<file path="src/rtl/rs232r_fifo.sv">
// rs232r_fifo: RS232 receiver with runtime baud/format, start-glitch rejection, error flags and receive FIFO
module rs232r_fifo #(
  parameter int DEPTH = 16,
  parameter int DIV_W = 16
) (
  input  logic                    clk,
  input  logic                    rst,
  input  logic                    RxD,
  input  logic [DIV_W-1:0]        divisor,
  input  logic [1:0]              nbits,
  input  logic [1:0]              pmode,
  input  logic                    done,
  input  logic                    clr_ovr,
  output logic                    rdy,
  output logic [7:0]              data,
  output logic                    perr,
  output logic                    ferr,
  output logic                    ovr,
  output logic [$clog2(DEPTH):0]  count
);
  localparam int AW = $clog2(DEPTH);
  typedef enum logic [2:0] {IDLE, START, DATA, PARITY, STOP} state_t;
  state_t state, state_n;
  logic q0, q1, fe;
  logic [DIV_W-1:0] div_l, tick;
  logic [1:0] nb_l, pm_l;
  logic [7:0] shreg;
  logic [3:0] bcnt;
  logic perr_r, mid, endt, last, push, pop, wr;
  logic [9:0] entry;
  logic [9:0] mem [DEPTH];
  logic [AW-1:0] wp, rp;
  assign mid   = tick == (div_l >> 1);
  assign endt  = tick == div_l;
  assign last  = bcnt == {2'b00, nb_l} + 4'd5;
  assign entry = {~q1, perr_r, shreg >> (2'd3 - nb_l)};
  assign push  = state == STOP && mid;
  assign pop   = done && rdy;
  assign wr    = push && (!count[AW] || pop);
  assign rdy   = count != '0;
  assign {ferr, perr, data} = rdy ? mem[rp] : '0;
  always_comb begin
    state_n = state;
    case (state)
      IDLE:    state_n = fe ? START : IDLE;
      START:   state_n = (mid && q1) ? IDLE : endt ? DATA : START;
      DATA:    state_n = !(endt && last) ? DATA : pm_l[1] ? PARITY : STOP;
      PARITY:  state_n = endt ? STOP : PARITY;
      STOP:    state_n = mid ? IDLE : STOP;
      default: state_n = IDLE;
    endcase
  end
  always_ff @(posedge clk) begin
    if (rst) begin
      q0     <= 1'b1;
      q1     <= 1'b1;
      fe     <= 1'b0;
      state  <= IDLE;
      tick   <= '0;
      div_l  <= '0;
      nb_l   <= '0;
      pm_l   <= '0;
      shreg  <= '0;
      bcnt   <= '0;
      perr_r <= 1'b0;
    end else begin
      q0    <= RxD;
      q1    <= q0;
      fe    <= q1 && !q0;
      state <= state_n;
      tick  <= (state == IDLE || endt) ? '0 : tick + 1'b1;
      if (state == IDLE && fe) begin
        div_l  <= divisor;
        nb_l   <= nbits;
        pm_l   <= pmode;
        shreg  <= '0;
        bcnt   <= '0;
        perr_r <= 1'b0;
      end
      if (state == DATA && mid) begin
        shreg <= {q1, shreg[7:1]};
        bcnt  <= bcnt + 1'b1;
      end
      if (state == PARITY && mid) perr_r <= ^shreg ^ q1 ^ pm_l[0];
    end
  end
  always_ff @(posedge clk) begin
    if (rst) begin
      wp    <= '0;
      rp    <= '0;
      count <= '0;
      ovr   <= 1'b0;
    end else begin
      wp    <= wp + AW'(wr);
      rp    <= rp + AW'(pop);
      count <= count + (AW+1)'(wr) - (AW+1)'(pop);
      ovr   <= (ovr && !clr_ovr) || (push && !wr);
    end
  end
  always_ff @(posedge clk) begin
    if (wr) mem[wp] <= entry;
  end
endmodule

</file>
<file path="config.mk">
export PLATFORM = sky130hd
export DESIGN_NAME = rs232r_fifo
export DESIGN_NICKNAME = d
export VERILOG_FILES = /design/src/rtl/rs232r_fifo.sv
export SDC_FILE = /design/constraint.sdc
export NUM_CORES = 1
export LEC_CHECK = 0
export BUFFER_PORTS_ARGS = -buffer_cell sky130_fd_sc_hd__buf_4
export CORE_ASPECT_RATIO = 1.5
export CORE_UTILIZATION = 42
export CTS_BUF_LIST = sky130_fd_sc_hd__clkbuf_4
export CTS_CLUSTER_DIAMETER = 30
export CTS_CLUSTER_SIZE = 12
export DETAILED_ROUTE_END_ITERATION = 6
export HOLD_SLACK_MARGIN = 0.12
export PLACE_DENSITY = 0.58
export SLEW_MARGIN = 5
export SYNTH_ARGS = -nofsm -noshare
export SYNTH_HDL_FRONTEND = slang
export SYNTH_SLANG_ARGS = --single-unit
</file>
<file path="constraint.sdc">
create_clock -name clk -period 5 [get_ports clk]
set_input_delay 1.5 -clock clk [delete_from_list [all_inputs] [get_ports clk]]
set_output_delay 1.5 -clock clk [all_outputs]
set_load 0.02 [all_outputs]
</file>
==> key figures, run 1 <==
Routing
  – Vias after detailed routing: 5697
  – Avg Vias per Cell: 5.48
  – Antenna Nets Post-Route: 0
  – DRC Markers: 0
  – Routed WL: 21.5 mm
  – Drt first pass iters: 4
  – Mean routed wirelength per cell: 20.6 µm
  – Iter 0 DRT Violations: 303

Floorplanning
  – Starting Density: 0.431
  – Die ar.: 0.0238 mm²
  – Site Rows: 67
  – Width of the die: 126 µm
  – Die Ht: 188 µm
  – Core ar.: 0.0226 mm²
  – Number of I/O pins: 42

Hold path
  – Hold Crit Start: q0
  – HP Class: reg -> reg

Place
  – Gp weighted congestion: 0.828
  – Placed cell count: 973
  – Post-DP HPWL: 14.4 mm
  – Port bufs: 41

Synthesis
  – Ys async rst share: 0
  – Combinational family with the most area after synthesis: multiplexers
  – Synth Register Bits: 229
  – Synth top area cells: edfxtp_1, dfxtp_1, mux4_2
  – Synth Area in Adders: 0.0188
  – Top cells by count, synth: edfxtp_1, dfxtp_1, mux4_2, nand2_1, nor2_1
  – Top FF cell, synth: edfxtp_1
  – Sequential fraction of the synthesis area: 0.636
  – Cell type with the largest total area after synthesis: edfxtp_1
  – YS warnings: 0
  – Avg Inst Size Synth: 14.4 µm²
  – Synthesized Nets: 713
  – Post-Synth Simple-Gate Area: 0.0993
  – Synth unique cells: 49
  – Count leader, synth: edfxtp_1
  – Synth Area in XOR/XNOR: 0.0572
  – Synth Area in Compound Gates: 0.0374
  – Cells after synthesis: 674
  – Fraction of synthesized area in multiplexers: 0.127
  – Number of synthesized flops with an enable pin: 160
  – Synth top area share: 0.494
  – Mapped Area: 0.00973 mm²

Clock network
  – Total CTS buffers: 37
  – CTS tree: yes
  – Clock tree buffer depth: 3
  – CTS Sinks: 229
  – CTS resizes: 0
  – Clk slew on worst S/H paths: 0.11 ns
  – Post-cts hold buffer count: 0
  – Postcts setup bufs: 0
  – Root Driver: clkbuf_4
  – H-tree lvl count: 2
  – Skew-Pair Late Insertion Delay: 0.64 ns

Timing
  – Worst-Margin Slew: 1.15 ns
  – Skew final: 0.0340 ns
  – Tmin final: 4.61 ns
  – Max-slew violation count: 0
  – RSZ-0062 raised after global routing: false
  – Final Cycle Share: 0.923
  – Max-slew headroom: 0.232
  – Fmax achieved: 0.217 GHz
  – Final Hold Vio Count: 0
  – # setup viols final: 0
  – Setup TNS: 0 ns

Global route
  – Top Usage Layer GRT: met2
  – Largest net degree at the start of global routing: 55
  – First-pass GRT wire length: 33.4 mm
  – M2 GR Usage: 0.357
  – GRT Util Overall: 0.188
  – Number of global-route vias before repair: 6057
  – Initial antenna violation count: 1
  – Grt met1 use: 0.208
  – Total gr overflow: 0
  – Met3 Track Usage GR: 0.0321

Run
  – Max Cap Viol: 0

Worst setup path
  – Worst Path Required: 3.50 ns
  – Crit path launch type: flop
  – Critical path endpoint category: output port
  – CP max FO: 21
  – R2R Path Start: tick[0]
  – Critical Path AT: 3.11 ns
  – CP Launch Point: rp[0]
  – Worst Path Class, Setup: reg -> out

Layout
  – Final Non-Filler Cells: 1040
  – Fin util: 0.488
  – Final nets: 775
  – Share of cells above drive strength 1: 0.249
  – Area growth syn-to-layout: 13.2%

Pwr
  – Leakage power: 3.83 nW
  – Total power: 0.00450 W
  – Worst vdd ir: 0.000185 V
  – PwrDens: 409 mW/mm²

Outcome
  – Run status: complete, no violations
[through the flow]
stage          setup slack [ns]  hold slack [ns]  area (µm²)
3_3_place_gp              0.982            0.420       10400
5_1_grt                   0.159            0.481       11000
2_1_floorplan              1.57            0.406        9730
3_5_place_dp              0.951            0.422       10400
6_report                  0.386            0.450       11000
4_1_cts                   0.246            0.445       11000
[routing by layer]
layer  vias up  wire length (µm)
li1       2653                 -
met4         0               541
met5         -                 0
met2       131             11800
met1      2875              8260
met3        38               852
[cells in the final DEF, fill, tap and decap left out, types with 7 or more instances in the layout]
cell type,n
and2_1,11
inv_1,12
o211ai_1,11
clkbuf_4,43
mux2i_1,10
a21oi_1,36
nand2_1,50
edfxtp_1,160
nor4_1,7
buf_4,66
dfxtp_1,67
nor3_1,9
o21ai_0,7
nor2b_1,11
mux4_2,50
xnor2_1,19
xor2_1,42
nor2_1,45
nand2b_1,8
ha_1,13
nand3_1,19
[state kept, by name, indices dropped and copies added, names as in the netlist]
signal  cells
q1          1
wp          4
tick       16
div_l      16
pm_l        2
ovr         1
nb_l        2
mem       160
bcnt        4
count       5
q0          1
state       3
rp          4
shreg       8
fe          1
perr_r      1
[worst max-delay path, cell delays in order, from the launching register on]
cell	delay (ns)
dfxtp_2	0.87
buf_4	0.30
mux4_2	0.51
mux4_2	0.48
and2_1	0.17
buf_4	0.15
[final cells by class]
class / count / area, µm²
antenna: 1 / 2.50
clock buffer: 43 / 323
clock inverter: 23 / 283
fill: 1948 / 11500
inverter: 12 / 45.0
multi-input combinational: 389 / 3310
sequential: 229 / 6190
tap: 276 / 345
timing repair buffer: 67 / 515
[path summary, 6_finish.rpt]
path / slack, ns / end / cells after the start
worst min-delay path: 0.45 / q1 / 1
worst min register to register: 0.45 / q1 / 1
worst max register to register: 1.39 / count[4] / 12
worst max-delay path: 0.39 / data[0] / 5
[where the power goes]
part / switching (W) / leakage, nW / internal, W
clock: 0.000738 / 0.333 / 0.000715
sequential: 0.000106 / 2.03 / 0.00204
combinational: 0.000412 / 1.47 / 0.000489
total: 0.00126 / 3.83 / 0.00324
[cells by family (layout without fill, tap and decap cells)]
logic type / after synthesis / after routing
xor gates and xnor gates: 62 / 62
muxes: 61 / 61
and+or+nand+nor: 190 / 190
other: 0 / 1
DFF: 229 / 229
buffers and inverters: 56 / 145
adders and majority gates: 14 / 14
AOI/OAI and AO/OA: 62 / 62
Note: power is estimated with default switching activity, not from simulation.
==> inputs of run 2 (changes only) <==
--- a/config.mk
+++ b/config.mk
@@ -5,7 +5,7 @@
 export SDC_FILE = /design/constraint.sdc
 export NUM_CORES = 1
 export LEC_CHECK = 0
-export BUFFER_PORTS_ARGS = -buffer_cell sky130_fd_sc_hd__buf_4
+export BUFFER_PORTS_ARGS = -buffer_cell sky130_fd_sc_hd__buf_2
 export CORE_ASPECT_RATIO = 1.5
 export CORE_UTILIZATION = 42
 export CTS_BUF_LIST = sky130_fd_sc_hd__clkbuf_4
==> key figures, run 2 (synthesis results as in run 1) <==
Floorplanning
  – Number of I/O pins: 42 (unchanged)
  – Starting Density: 0.431 (unchanged)
  – Die Ht: 188 µm (unchanged)
  – Width of the die: 126 µm (unchanged)
  – Site Rows: 67 (unchanged)
  – Die ar.: 0.0238 mm² (unchanged)
  – Core ar.: 0.0226 mm² (unchanged)

Place
  – Gp weighted congestion: 0.804 (was 0.828)
  – Placed cell count: 972 (was 973)
  – Post-DP HPWL: 14.2 mm (was 14.4 mm)
  – Port bufs: 41 (unchanged)

Routing
  – Mean routed wirelength per cell: 20.4 µm (was 20.6 µm)
  – Avg Vias per Cell: 5.41 (was 5.48)
  – Vias after detailed routing: 5621 (was 5697)
  – DRC Markers: 0 (unchanged)
  – Drt first pass iters: 4 (unchanged)
  – Antenna Nets Post-Route: 0 (unchanged)
  – Routed WL: 21.1 mm (was 21.5 mm)
  – Iter 0 DRT Violations: 291 (was 303)

Clock network
  – Clock tree buffer depth: 3 (unchanged)
  – Postcts setup bufs: 0 (unchanged)
  – Post-cts hold buffer count: 0 (unchanged)
  – Skew-Pair Late Insertion Delay: 0.63 ns (was 0.64 ns)
  – Root Driver: clkbuf_4 (unchanged)
  – CTS Sinks: 229 (unchanged)
  – CTS tree: yes (unchanged)
  – CTS resizes: 0 (unchanged)
  – Total CTS buffers: 37 (unchanged)
  – H-tree lvl count: 2 (unchanged)
  – Clk slew on worst S/H paths: 0.09 ns (was 0.11 ns)

Worst setup path
  – R2R Path Start: tick[0] (unchanged)
  – CP dominant cell by count: mux4_2
  – Worst Path Required: 3.50 ns (about the same)
  – Worst stage delay on the critical path: 0.68 ns (was 0.87 ns)
  – Critical path endpoint category: output port (unchanged)
  – Slowest CP cell: dfxtp_2 (unchanged)
  – CP Launch Point: rp[0] (unchanged)
  – Worst path cell trace: buf_12 > mux4_2 > mux4_2 > and2_1 > buf_2 (was buf_4 > mux4_2 > mux4_2 > and2_1 > buf_4)
  – Critical Path AT: 3.01 ns (was 3.11 ns)
  – Worst Path Class, Setup: reg -> out (unchanged)
  – CP max FO: 27 (was 21)
  – Crit path launch type: flop (unchanged)

Layout
  – Share of cells above drive strength 1: 0.245 (was 0.249)
  – Largest regs: mem: 160 flops, div_l: 16 flops, tick: 16 flops (unchanged)
  – Register area: 0.00619 mm² (unchanged)
  – Fin util: 0.484 (was 0.488)
  – Final Non-Filler Cells: 1039 (was 1040)
  – Most frequent cells in the layout: edfxtp_1, dfxtp_1, nand2_1, mux4_2 (was edfxtp_1, dfxtp_1, buf_4, nand2_1, mux4_2)
  – Most common cell after layout, fill and taps aside: edfxtp_1 (unchanged)
  – FILL cells: 1953 (was 1948)
  – Max FFs per register: 160 (unchanged)
  – Final nets: 774 (was 775)
  – Largest register by flop count: mem (unchanged)
  – Multi-input gate area: 0.00331 mm² (about the same)
  – Area growth syn-to-layout: 12.2% (was 13.2%)

Hold path
  – HP Class: reg -> reg (unchanged)
  – Hold Crit Start: q0 (unchanged)

Pwr
  – Total power: 0.00446 W (was 0.00450 W)
  – PwrDens: 409 mW/mm² (about the same)
  – Leakage power: 3.81 nW (was 3.83 nW)
  – Worst vdd ir: 0.000176 V (was 0.000185 V)

Global route
  – Largest net degree at the start of global routing: 37 (was 55)
  – GRT Util Overall: 0.186 (was 0.188)
  – Initial antenna violation count: 1 (unchanged)
  – Total gr overflow: 0 (unchanged)
  – First-pass GRT wire length: 32.8 mm (was 33.4 mm)
  – Number of global-route vias before repair: 5965 (was 6057)

Run
  – Max Cap Viol: 0 (unchanged)

Timing
  – Fmax achieved: 0.222 GHz (was 0.217 GHz)
  – WHS: 0.442 ns (was 0.450 ns)
  – Max-slew violation count: 0 (unchanged)
  – Final Hold Vio Count: 0 (unchanged)
  – Max-slew headroom: 0.251 (was 0.232)
  – # setup viols final: 0 (unchanged)
  – Tmin final: 4.51 ns (was 4.61 ns)
  – Final Cycle Share: 0.901 (was 0.923)
  – RSZ-0062 raised after global routing: false (unchanged)
  – Setup TNS: 0 ns (unchanged)
  – Worst-Margin Slew: 1.12 ns (was 1.15 ns)
  – Skew final: 0.0454 ns (was 0.0340 ns)

Outcome
  – Run status: complete, no violations (unchanged)
[run 2: cell types whose count changed in the layout (fill, tap and decap cells not counted), sizes merged]
cell	delta
inv	-8
clkinv	+7
clkbuf	+1
bufinv	+2
buf	-1
clkinvlp	-2
[run 2: cell type report]
class,count,share of cell area
antenna,1,0.000229
clock buffer,44,0.0303
clock inverter,22,0.0268
inverter,12,0.00413
multi-input combinational,389,0.303
sequential,229,0.567
tap,276,0.0316
timing repair buffer,66,0.0371
[run 2: through the flow]
step / cell area, µm² / setup WS, ns
detailed placement: 10300 / 1.08
CTS: 10900 / 0.396
floorplan: 9730 / 1.57
finish: 10900 / 0.494
global placement: 10300 / 1.08
global route: 10900 / 0.298
[run 2: final timing paths]
kind | slack [ns] | end | depth (start not counted)
setup reg to reg | 1.40 | count[4] | 12
setup / recovery | 0.49 | perr | 5
hold / removal | 0.44 | q1 | 1
hold reg to reg | 0.44 | q1 | 1
[run 2: where the power goes]
group	switching, W	leakage, nW	internal [W]	total, W
Sequential	0.0000794	2.03	0.00204	0.00212
Combinational	0.000425	1.44	0.000437	0.000862
Clock	0.000681	0.347	0.000801	0.00148
[run 2: metal layers]
| layer | up-vias | part of all wire | GRT usage |
|---|---|---|---|
| met5 | - | 0 | 0 |
| met3 | 44 | 0.052 | 0.0315 |
| met2 | 163 | 0.54 | 0.346 |
| met4 | 0 | 0.031 | 0.0806 |
| met1 | 2760 | 0.38 | 0.206 |
| li1 | 2654 | - | - |
[run 2: worst max-delay path: cells and delay by family (launching register included)]
kind	cells	cell delay (ns)
buffers and inverters	2	0.46
flip-flops	1	0.68
multiplexers	2	1.05
AND/OR/NAND/NOR	1	0.18
==> inputs of run 3 (changes only) <==
--- a/config.mk
+++ b/config.mk
@@ -13,7 +13,8 @@
 export CTS_CLUSTER_SIZE = 12
 export DETAILED_ROUTE_END_ITERATION = 6
 export HOLD_SLACK_MARGIN = 0.12
-export PLACE_DENSITY = 0.58
+export PLACE_DENSITY = 0.6
+export SETUP_SLACK_MARGIN = 0.4
 export SLEW_MARGIN = 5
 export SYNTH_ARGS = -nofsm -noshare
 export SYNTH_HDL_FRONTEND = slang
==> constraint.sdc (replaced) <==
create_clock -name clk -period 3.9 [get_ports clk]
set_input_delay 1.17 -clock clk [delete_from_list [all_inputs] [get_ports clk]]
set_output_delay 1.17 -clock clk [all_outputs]
set_load 0.02 [all_outputs]
==> key figures, run 3 (synthesis results as in run 1) <==
Global route
  – Total gr overflow: 0 (unchanged)
  – GRT Util Overall: 0.194 (was 0.186)
  – Largest net degree at the start of global routing: 33 (was 37)
  – First-pass GRT wire length: 34.1 mm (was 32.8 mm)
  – Initial antenna violation count: 1 (unchanged)
  – Number of global-route vias before repair: 6120 (was 5965)

Clock network
  – Post-cts hold buffer count: 0 (unchanged)
  – Total CTS buffers: 39 (was 37)
  – Skew-Pair Late Insertion Delay: 0.64 ns (was 0.63 ns)
  – Root Driver: clkbuf_4 (unchanged)
  – H-tree lvl count: 2 (unchanged)
  – CTS Sinks: 229 (unchanged)
  – Clock tree buffer depth: 3 (unchanged)
  – CTS tree: yes (unchanged)
  – Clk slew on worst S/H paths: 0.09 ns (about the same)

Routing
  – Iter 0 DRT Violations: 315 (was 291)
  – Avg Vias per Cell: 5.50 (was 5.41)
  – DR top layer: met4 (unchanged)
  – Met3 WL: 853 µm (was 1.09 mm)
  – DRT met1 WL: 8.44 mm (was 7.97 mm)
  – DRC Markers: 0 (unchanged)
  – Vias after detailed routing: 5813 (was 5621)
  – Mean routed wirelength per cell: 21.1 µm (was 20.4 µm)
  – Routed WL: 22.3 mm (was 21.1 mm)
  – Routed wl met2: 12.1 mm (was 11.4 mm)
  – Drt first pass iters: 4 (unchanged)
  – Antenna Nets Post-Route: 0 (unchanged)

Pwr
  – PwrDens: 535 mW/mm² (was 409 mW/mm²)
  – Switching share of power: 0.279 (was 0.266)
  – P_sw: 0.00168 W (was 0.00119 W)
  – Cell Int Power: 0.00432 W (was 0.00328 W)
  – Leakage power: 3.93 nW (was 3.81 nW)
  – Sequential share of power: 0.445 (was 0.475)
  – Worst vdd ir: 0.000251 V (was 0.000176 V)
  – Clk network pwr share: 0.284 (was 0.332)
  – Combinational power share: 0.270 (was 0.193)

Timing
  – Skew final: 0.0505 ns (was 0.0454 ns)
  – Max-slew headroom: 0.146 (was 0.251)
  – Final Cycle Share: 0.972
  – Final Hold Vio Count: 0 (unchanged)
  – RSZ-0062 raised after global routing: true (was false)
  – Tmin final: 3.79 ns
  – Max-slew violation count: 0 (unchanged)
  – Fmax achieved: 0.264 GHz
  – Worst-Margin Slew: 1.24 ns (was 1.12 ns)
  – # setup viols final: 0 (unchanged)
  – Final worst slack: 0.108 ns (was 0.494 ns)
  – Setup TNS: 0 ns (unchanged)

Outcome
  – Run status: complete, no violations (unchanged)

Run
  – Max Cap Viol: 0 (unchanged)

Layout
  – Final instance area: 0.0112 mm² (was 0.0109 mm²)
  – Share of cells above drive strength 1: 0.272 (was 0.245)
  – Area growth syn-to-layout: 15.3% (was 12.2%)
  – Largest regs: mem: 160 flops, div_l: 16 flops, tick: 16 flops (unchanged)
  – Most frequent cells in the layout: edfxtp_1, dfxtp_1, nand2_1, mux4_2, clkbuf_4 (was edfxtp_1, dfxtp_1, nand2_1, mux4_2)
  – Final nets: 788 (was 774)
  – Most common cell after layout, fill and taps aside: edfxtp_1 (unchanged)
  – Largest register by flop count: mem (unchanged)
  – FILL cells: 1919 (was 1953)
  – Max FFs per register: 160 (unchanged)

Worst setup path
  – CP max FO: 5 (was 27)
  – Critical path endpoint category: output port (unchanged)
  – R2R setup slack: 0.93 ns (was 1.40 ns)
  – Critical Path AT: 2.62 ns (was 3.01 ns)
  – Worst Path Required: 2.73 ns (was 3.50 ns)
  – Worst reg2reg path depth: 12 (unchanged)
  – Worst Path Class, Setup: reg -> out (unchanged)
  – R2R Path Start: tick[0] (unchanged)
  – Reg2reg end: count[4] (unchanged)
  – Crit path launch type: flop (unchanged)

Floorplanning
  – Starting Density: 0.431 (unchanged)
  – Die ar.: 0.0238 mm² (unchanged)
  – Site Rows: 67 (unchanged)
  – Width of the die: 126 µm (unchanged)
  – Number of I/O pins: 42 (unchanged)
  – Core ar.: 0.0226 mm² (unchanged)
  – Die Ht: 188 µm (unchanged)

Place
  – Setup WS pre-CTS: 0.469 ns (was 1.08 ns)
  – Post-DP HPWL: 13.8 mm (was 14.2 mm)
  – Port bufs: 41 (unchanged)
  – Gp weighted congestion: 0.826 (was 0.804)
  – Dpl cell area: 0.0103 mm² (about the same)

Hold path
  – Worst Hold End: q1 (unchanged)
  – HP Class: reg -> reg (unchanged)
  – Hold Crit Start: q0 (unchanged)
  – Worst Hold Depth: 1 (unchanged)
## run 3: through the flow
stage               hold slack (ns)  total power (W)  utilization  cells
CTS                           0.450          0.00588        0.490   1053
floorplan                     0.406          0.00359            -    674
global route                  0.482          0.00627        0.497   1057
finish                        0.443          0.00600        0.497   1057
detailed placement            0.419          0.00394        0.457    971
global placement              0.419          0.00390        0.457    971
## run 3: how the worst max path moves through the flow
stage / endpoint / from
2_1_floorplan: data[0] / rp[0]
3_3_place_gp: count[4] / done
3_5_place_dp: count[4] / done
4_1_cts: data[1] / rp[0]
5_1_grt: data[6] / rp[0]
6_report: data[4] / rp[0]
## run 3: timing repair
action	CTS	global route
endpoints found under the setup margin	10	10
gates cloned	4	3
gates resized for setup	10	24
buffers inserted	6	0
## run 3: metal layers
| metal | vias up | global-route usage |
|---|---|---|
| li1 | 2685 | - |
| met1 | 2904 | 0.208 |
| met2 | 154 | 0.361 |
| met3 | 70 | 0.0389 |
| met4 | 0 | 0.0908 |
| met5 | - | 0 |
## run 3: critical path, stage by stage (launching register included)
cell       delay (ns)
dfxtp_4          0.40
buf_12           0.16
clkbuf_16        0.17
mux4_2           0.49
mux4_2           0.49
and2_4           0.18
buf_6            0.12
## run 3: cell type report
type	instances	area (µm²)	area share
Antenna cell	1	2.50	0.000223
Clock buffer	47	353	0.0315
Clock inverter	25	210	0.0187
Tap cell	276	345	0.0308
Multi-Input combinational cell	389	3330	0.297
Timing Repair Buffer	78	729	0.0651
Sequential cell	229	6190	0.552
Inverter	12	45.0	0.00402
## run 3: power groups by stage
stage | Sequential (W) | Clock, W | Combinational, W
4_1_cts | 0.00267 | 0.00176 | 0.00145
6_report | 0.00267 | 0.00170 | 0.00162
2_1_floorplan | 0.00272 | 0 | 0.000872
3_3_place_gp | 0.00272 | 0 | 0.00118
3_5_place_dp | 0.00273 | 0 | 0.00121
5_1_grt | 0.00268 | 0.00186 | 0.00174
